`src/rtl/pwm_burst_4b_if.sv`:
```
// pwm_burst_4b_if: control, counter-side and status signals of the burst PWM generator
interface pwm_burst_4b_if #(
  parameter int CNT_W = 8
);
  logic             START;
  logic             STOP;
  logic [3:0]       DUTY;
  logic [CNT_W-1:0] NPULSE;
  logic [3:0]       Q;
  logic             CO;
  logic             LD_OUT;
  logic [3:0]       D_OUT;
  logic             CE_OUT;
  logic             PWM;
  logic             BUSY;
  logic             DONE;
  modport master (
    output START, STOP, DUTY, NPULSE, Q, CO,
    input  LD_OUT, D_OUT, CE_OUT, PWM, BUSY, DONE
  );
  modport slave (
    input  START, STOP, DUTY, NPULSE, Q, CO,
    output LD_OUT, D_OUT, CE_OUT, PWM, BUSY, DONE
  );
endinterface

```
`src/rtl/pwm_burst_4b.sv`:
```
// pwm_burst_4b: burst PWM generator driving a 4-bit up counter.
// Define PWM_BURST_CONT_EN to make NPULSE==0 run continuously until STOP.
module pwm_burst_4b #(
  parameter int CNT_W = 8
) (
  input logic           CLK,
  input logic           RST,
  pwm_burst_4b_if.slave bus
);
  typedef enum logic [1:0] {IDLE, ARM, RUN, FIN} state_t;
  state_t           state;
  logic [3:0]       duty_act;
  logic [CNT_W-1:0] rem;
  logic             cont;
  logic             go;
  logic             last;
`ifdef PWM_BURST_CONT_EN
  always_ff @(posedge CLK or posedge RST)
    if (RST) cont <= 1'b0;
    else if (state == IDLE && bus.START && !bus.STOP) cont <= bus.NPULSE == '0;
  assign go = bus.START;
`else
  assign cont = 1'b0;
  assign go = bus.START && bus.NPULSE != '0;
`endif
  assign last = !cont && rem == CNT_W'(1);
  assign bus.D_OUT = 4'b0000;
  always_ff @(posedge CLK or posedge RST) begin
    if (RST) begin
      state      <= IDLE;
      duty_act   <= '0;
      rem        <= '0;
      bus.PWM    <= 1'b0;
      bus.BUSY   <= 1'b0;
      bus.DONE   <= 1'b0;
      bus.LD_OUT <= 1'b0;
      bus.CE_OUT <= 1'b0;
    end else begin
      bus.DONE   <= 1'b0;
      bus.LD_OUT <= 1'b0;
      if (bus.STOP) begin
        state      <= IDLE;
        bus.PWM    <= 1'b0;
        bus.CE_OUT <= 1'b0;
        bus.BUSY   <= 1'b0;
      end else begin
        case (state)
          IDLE: begin
            if (go) begin
              state      <= ARM;
              duty_act   <= bus.DUTY;
              rem        <= bus.NPULSE;
              bus.LD_OUT <= 1'b1;
              bus.BUSY   <= 1'b1;
            end else begin
              bus.DONE <= bus.START;
            end
          end
          ARM: begin
            state      <= RUN;
            bus.CE_OUT <= 1'b1;
          end
          RUN: begin
            // PWM lags Q by one clock; the final boundary forces it low for FIN
            bus.PWM <= !(bus.CO && last) && (bus.Q < duty_act);
            if (bus.CO) begin
              duty_act <= bus.DUTY;
              if (rem != '0) rem <= rem - CNT_W'(1);
              if (last) begin
                state      <= FIN;
                bus.DONE   <= 1'b1;
                bus.CE_OUT <= 1'b0;
                bus.BUSY   <= 1'b0;
              end
            end
          end
          default: state <= IDLE;
        endcase
      end
    end
  end
endmodule

```
`src/flat_wrapper.sv`:
```
// flat-port wrapper written by rule: the top's interface ports become plain ports
module pwm_burst_4b_flat 
#(
  parameter int CNT_W = 8
)
  (CLK, RST, bus_START, bus_STOP, bus_DUTY, bus_NPULSE, bus_Q, bus_CO, bus_LD_OUT, bus_D_OUT, bus_CE_OUT, bus_PWM, bus_BUSY, bus_DONE);
  pwm_burst_4b_if #(.CNT_W(CNT_W)) bus_i ();
  input logic CLK;
  input logic RST;
  input wire logic [$bits(bus_i.START)-1:0] bus_START;
  input wire logic [$bits(bus_i.STOP)-1:0] bus_STOP;
  input wire logic [$bits(bus_i.DUTY)-1:0] bus_DUTY;
  input wire logic [$bits(bus_i.NPULSE)-1:0] bus_NPULSE;
  input wire logic [$bits(bus_i.Q)-1:0] bus_Q;
  input wire logic [$bits(bus_i.CO)-1:0] bus_CO;
  output wire logic [$bits(bus_i.LD_OUT)-1:0] bus_LD_OUT;
  output wire logic [$bits(bus_i.D_OUT)-1:0] bus_D_OUT;
  output wire logic [$bits(bus_i.CE_OUT)-1:0] bus_CE_OUT;
  output wire logic [$bits(bus_i.PWM)-1:0] bus_PWM;
  output wire logic [$bits(bus_i.BUSY)-1:0] bus_BUSY;
  output wire logic [$bits(bus_i.DONE)-1:0] bus_DONE;
  assign bus_i.START = bus_START;
  assign bus_i.STOP = bus_STOP;
  assign bus_i.DUTY = bus_DUTY;
  assign bus_i.NPULSE = bus_NPULSE;
  assign bus_i.Q = bus_Q;
  assign bus_i.CO = bus_CO;
  assign bus_LD_OUT = bus_i.LD_OUT;
  assign bus_D_OUT = bus_i.D_OUT;
  assign bus_CE_OUT = bus_i.CE_OUT;
  assign bus_PWM = bus_i.PWM;
  assign bus_BUSY = bus_i.BUSY;
  assign bus_DONE = bus_i.DONE;
  pwm_burst_4b #(.CNT_W(CNT_W)) u_core (.CLK(CLK), .RST(RST), .bus(bus_i));
endmodule
```
`config.mk`:
```
export PLATFORM = sky130hd
export DESIGN_NAME = pwm_burst_4b_flat
export DESIGN_NICKNAME = d
export VERILOG_FILES = /design/src/rtl/pwm_burst_4b_if.sv /design/src/rtl/pwm_burst_4b.sv /design/src/flat_wrapper.sv
export SDC_FILE = /design/constraint.sdc
export NUM_CORES = 1
export LEC_CHECK = 0
export ABC_AREA = 1
export BUFFER_PORTS_ARGS = -buffer_cell sky130_fd_sc_hd__buf_4
export CAP_MARGIN = 30
export CELL_PAD_IN_SITES_DETAIL_PLACEMENT = 1
export CELL_PAD_IN_SITES_GLOBAL_PLACEMENT = 1
export CORE_MARGIN = 8
export CORE_UTILIZATION = 25
export CTS_CLUSTER_DIAMETER = 100
export DETAILED_ROUTE_END_ITERATION = 7
export PLACE_DENSITY_LB_ADDON = 0.05
export SKIP_CTS_REPAIR_TIMING = 1
export SYNTH_ARGS = -nofsm -noshare
export SYNTH_HDL_FRONTEND = slang
export SYNTH_SLANG_ARGS = --single-unit
```
`constraint.sdc`:
```
create_clock -name CLK -period 2.5 [get_ports CLK]
set_clock_uncertainty 0.1 [all_clocks]
set_input_delay 0 -clock CLK [delete_from_list [all_inputs] [get_ports CLK]]
set_output_delay 0 -clock CLK [all_outputs]
set_load 0.005 [all_outputs]
```
Word-level counts from Yosys, hierarchy flattened

Index checks and enable logic that the tools add are counted.

Flip-flop bits (word level): 19
Output and inout bits: 9

Add/subtract/negate cells: 1
Magnitude comparators: 1
Eq/ne operators: 9
Multiplexer cells: 29
Bitwise operators: 1
Reductions and logical operators: 16

Operators by type and width:

| operator                                                           | count |
|---|---|
| 8-bit two-way mux                                                  | 3 |
| 8-bit one-hot mux with 2 select lines                              | 1 |
| 8-bit nonzero test                                                 | 2 |
| 1-bit two-way mux                                                  | 14 |
| 8-bit by 1-bit == test with 1-bit output, second input constant    | 1 |
| 2-bit two-way mux                                                  | 4 |
| 4-bit two-way mux                                                  | 2 |
| 4-bit one-hot mux with 2 select lines                              | 1 |
| 4-bit AND reduction                                                | 2 |
| 8-bit by 1-bit subtractor with 8-bit output, second input constant | 1 |
| 3-bit by 2-bit != test with 1-bit output, second input constant    | 2 |
| 1-bit one-hot mux with 2 select lines                              | 3 |
| 2-bit one-hot mux with 3 select lines                              | 1 |
| 3-bit AND reduction                                                | 2 |
| 3-bit nonzero test                                                 | 2 |
| 5-bit AND reduction                                                | 1 |
| 4-bit less-than comparator                                         | 1 |
| 2-bit by 1-bit != test with 1-bit output, second input constant    | 2 |
| 2-bit nonzero test                                                 | 2 |
| 1-bit logical AND                                                  | 3 |
| 3-bit != test, second input constant                               | 1 |
| 2-bit by 1-bit == test with 1-bit output, second input constant    | 1 |
| 2-bit == test, second input constant                               | 1 |
| 2-bit zero test                                                    | 1 |
| 3 further kinds                                                    | 3 |

Longest topological paths before layout

Depth in word-level cells: 6
Depth in mapped cells: 12
Depth with buffers taken out: 12

Worst setup path after synthesis

Ideal clock, no wire load.

Path type: reg-to-reg
Start: reg u_core.state[0]
End: reg u_core.rem[3]
Setup time: 0.116 ns
Arrival time: 1.264 ns
Data required time: 2.284 ns
Path slack: 1.019 ns
Cell stages (with the launch flop): 10
Path buffers: 1
Period minus slack after synthesis: 1.481 ns
Path through: dfrtp_1 inv_1 ha_1 buf_4 a21oi_4 nand2_4 inv_4 nand3_4 nand2_1 nand2_1

Word-level cells in the longest chain between the ends: 3

Ends and longest elaborated chain:

| element                                                                          | line               | source |
|---|---|---|
| start, declared                                                                  | pwm_burst_4b.sv:11 | `state_t state;` |
| start signal, assigned                                                           | pwm_burst_4b.sv:30 | `state <= IDLE;` |
| start signal, assigned                                                           | pwm_burst_4b.sv:42 | `state <= IDLE;` |
| start signal, assigned                                                           | pwm_burst_4b.sv:50 | `state <= ARM;` |
| 2-bit == test / 2-bit zero test (equally long branches)                          | pwm_burst_4b.sv:47 | `case (state)` |
| 2-bit by 1-bit != test with 1-bit output (no line), or another cell as far along | --                 |  |
| 5-bit AND reduction (no line)                                                    | --                 |  |
| end signal, assigned                                                             | pwm_burst_4b.sv:52 | `rem <= bus.NPULSE;` |
| end signal, assigned                                                             | pwm_burst_4b.sv:68 | `if (rem != '0) rem <= rem - CNT_W'(1);` |
| end, declared                                                                    | pwm_burst_4b.sv:13 | `logic [CNT_W-1:0] rem;` |

Parallel ways exist; a longest one is shown, timed or not.
A chain may end at the register's enable or synchronous reset.

Worst setup path in the final report

Start: reg u_core.state[0]
End: reg u_core.rem[6]

The elaborated chain is that of the path after synthesis.

==> results.md <==
- The most critical setup path has its startpoint at u_core.state[0].
- The slew at the pin with the worst max-slew slack is between 700 and 800 ps.
- Once detailed placement completed, the half-perimeter wirelength came to around 3 mm.
- Setup violations remaining at the end of the flow were counted as 0.
- Entering global routing, the biggest net connects 20 pins.
- Setup repair after global routing left no endpoint under its margin.
- The initial antenna violation count is 0.
- The worst hold slack is -52.5 ps.
- The standard cell area after detailed placement is 1580 um^2.
- In this run the worst path has a maximum fanout of 12.
- The length of the first detailed-routing pass in iterations is 4.
- Pin placement for this block handled 30 I/O pins.
- The remaining global-route overflow is 0.
- The initial standard-cell utilization of the core is 0.259.
- The sequential fraction of the synthesis area is 0.357.
- IR analysis of the VDD net gives a maximum drop of approximately 320 uV.
- The final number of max-transition violations is 0.
- The register-to-register path setup slack is ~560 ps.
- In this run, the number of DRC markers left after iteration 0 of detailed routing was 27.
- The post-route minimum period is ~1900 ps.
- Dividing the final minimum period by the clock period gives 0.775.
- The number of hold-slack violations in the final timing report is 5.
- The endpoint identified for the worst register-to-register timing path is u_core.rem[6].
- The region available for standard cell placement spans around 5100 um^2.
- The worst hold path class is in2reg.
- Relative to the synthesized area, the layout overhead comes to 29.2%.
- In this run the static leakage power is approximately 0.90 nW.
- The count of nets left with antenna violations after detail routing is 0.
- The total power divided by cell area is 930 nW/um^2.
- The combined area of all synthesized cells is around 1300 um^2.
- The finished layout cell area is between 1500 and 2000 um^2.
- The average cell area after synthesis is 7.16 um^2.
- The number of vias in the routed layout is 1,246.
- Adding up every negative setup slack in the final design gives 0 ps.
- The wire length per cell is 12.3 um.
- CTS placed an instance of clkbuf_8 at the clock tree root.
- The global-route wire length before repair is between 6 and 7 mm.
- The maximum buffer depth of the clock tree is 2.
- The end point of the critical path is u_core.rem[6].
- The die height is ~89 um.
- The routed design has approximately 3.6 mm of wire.
- The number of cells in the design after placement is 278.
- The worst max-slew margin expressed relative to the limit is 0.472.
- For this run, the number of Yosys warnings is 0.
- Clock-pin slew was measured on the worst setup and hold paths at around 80 ps.
- TritonCTS built the clock tree.
- At the end of the flow, the number of nets in the layout was roughly 250.
- The worst register-to-register path begins at u_core.state[0].
- After detailed routing, the number of vias per cell comes to ~4.3.
- The data arrival time of the worst path is ~2000 ps.
- The sort of element at the start of the critical path is a flop.
- The later pin in the worst-skew pair is clocked with a latency of 260 ps.
- In the final layout, the share of cells above drive strength 1 is 0.212.
- The maximum level of the CTS H-tree is 1.
- The number of placement rows is 26.
- Max-cap violations in this run came to 0.
- The floorplan step defined a die boundary enclosing 7920 um^2.
- The number of cell instances on the worst register-to-register path is 8.
- For this run, asynchronously set or reset flops after synthesis account for 1.00.
- Synthesis inferred 19 register bits.
- The number of standard cells after synthesis is 186.
- 0 antenna diodes ended up in the layout.
- After the flow finishes, the layout carries non-filler instances totaling 292.
- Counting the buffers created by CTS gives 3.
- The count of buffers inserted at the top-level ports is 25.
- The total number of clock tree sinks is 19.
- The DRC violations left is 0.
- The endpoint class of the critical path is a flop.
- The classification of the worst setup path is reg2reg.
- The congestion estimate from routability-driven global placement came to 0.718.
- At the worst endpoint, the required time is around 2600 ps.
- In this run the most critical hold path is launched from bus_NPULSE[7].
- The number of flops mapped to enable cells by yosys is 0.
- The via count of the first global-routing pass came to roughly 1,300.
- The global-route total usage across every layer is 0.0988.
- The maximum frequency from static timing analysis is a little over 0.5 GHz.
- The flow ran to the end, but the final reports show violations.
- In the synthesized netlist the dominant register cell turns out to be dfrtp_1.
- Synthesis instantiated 27 different standard cells from the library.
- The die width is a little under 90 um.
- The final reports fail on negative hold slack.
flip-flops by register name, indices dropped and copies added (netlist names):
register	cells
u_core.bus.DONE	1
u_core.rem	8
u_core.duty_act	4
u_core.state	2
u_core.bus.LD_OUT	1
u_core.bus.BUSY	1
u_core.bus.PWM	1
u_core.bus.CE_OUT	1
power breakdown:
group,total (mW),internal (mW),switching (mW)
combinational,0.812,0.325,0.488
sequential,0.561,0.434,0.127
clock,0.228,0.113,0.114
logic make-up after synthesis:
logic type,Yosys count,share of synthesized area
AO/OA/AOI/OAI,20,0.0883
buffers and inverters,31,0.104
XOR/XNOR,1,0.00657
adder cells (fa/ha/maj),8,0.0751
other,1,0.00281
flip-flops,19,0.357
AND/OR/NAND/NOR,106,0.366
how the worst min path moves through the flow:
stage                                   end  cells after the start
after floorplan             u_core.bus.BUSY                      1
after global placement    u_core.bus.CE_OUT                      2
after detailed placement    u_core.bus.BUSY                      2
after CTS                   u_core.bus.BUSY                      2
after global routing          u_core.rem[5]                      5
final                         u_core.rem[7]                      5
final cells by class:
class / count / area (um^2)
clock buffer: 4 / 45.0
timing repair buffer: 35 / 288
tap: 70 / 87.6
multi-input combinational: 139 / 729
sequential: 19 / 475
fill: 678 / 3420
inverter: 25 / 96.3
cell usage after synthesis, types with 2 or more instances:
library cell	count	share of area
o21ai_0	6	0.023
inv_2	2	0.0056
o21ai_1	7	0.026
inv_1	22	0.062
nand2_1	63	0.18
buf_4	5	0.028
dfrtp_1	19	0.36
nand2_4	2	0.017
nand2_2	5	0.023
nand4_1	2	0.0094
ha_1	8	0.075
nor2_2	3	0.014
nand3_1	7	0.026
a21oi_1	4	0.015
nor3_1	4	0.015
nand3_2	2	0.015
nor2_1	15	0.042
routing by layer:
metal / up-vias / track usage / wire length, um
li1: 642 / - / -
met4: 0 / 0.0272 / 27
met1: 585 / 0.108 / 1560
met5: - / 0 / 0
met2: 17 / 0.184 / 1900
met3: 2 / 0.0230 / 111
critical path: stages, from the launching register on:
cell     delay, ps
dfrtp_1        400
inv_1           90
ha_1           450
nor2_1         150
a21oi_4        180
nand2_4         80
nor2_2         270
nand2_1        100
nand2_1         70
layout by cell type (no fill, tap or decap):
cell type / netlist / routed
nand4_1: 2 / 2
inv_2: 2 / 2
o31ai_1: 1 / 1
dlygate4sd3_1: 0 / 10
a21oi_1: 4 / 4
or2_1: 1 / 1
buf_4: 5 / 25
nand3_4: 1 / 1
nand2_2: 5 / 5
clkbuf_8: 0 / 3
a21oi_4: 1 / 1
o21ai_2: 1 / 1
nand2_1: 63 / 63
nor2_1: 15 / 15
inv_1: 22 / 22
nand3_2: 2 / 2
nor2_2: 3 / 3
nand3_1: 7 / 7
o21ai_1: 7 / 7
inv_4: 1 / 1
xnor2_1: 1 / 1
ha_1: 8 / 8
o21ai_0: 6 / 6
nand2_4: 2 / 2
conb_1: 1 / 4
nor2_4: 1 / 1
dfrtp_1: 19 / 19
clkbuf_1: 0 / 1
nor3_1: 4 / 4
per-stage QoR:
stage	power (mW)	hold slack, ps	worst slack [ps]	utilization
final	1.60	-52.5	563	0.335
after detailed placement	1.39	111	546	0.307
after global placement	1.37	101	650	0.307
after global routing	1.77	0.799	426	0.335
after floorplan	1.15	-149	1020	-
after CTS	1.63	-174	539	0.315
No activity file was read; power rests on OpenSTA's default activity.
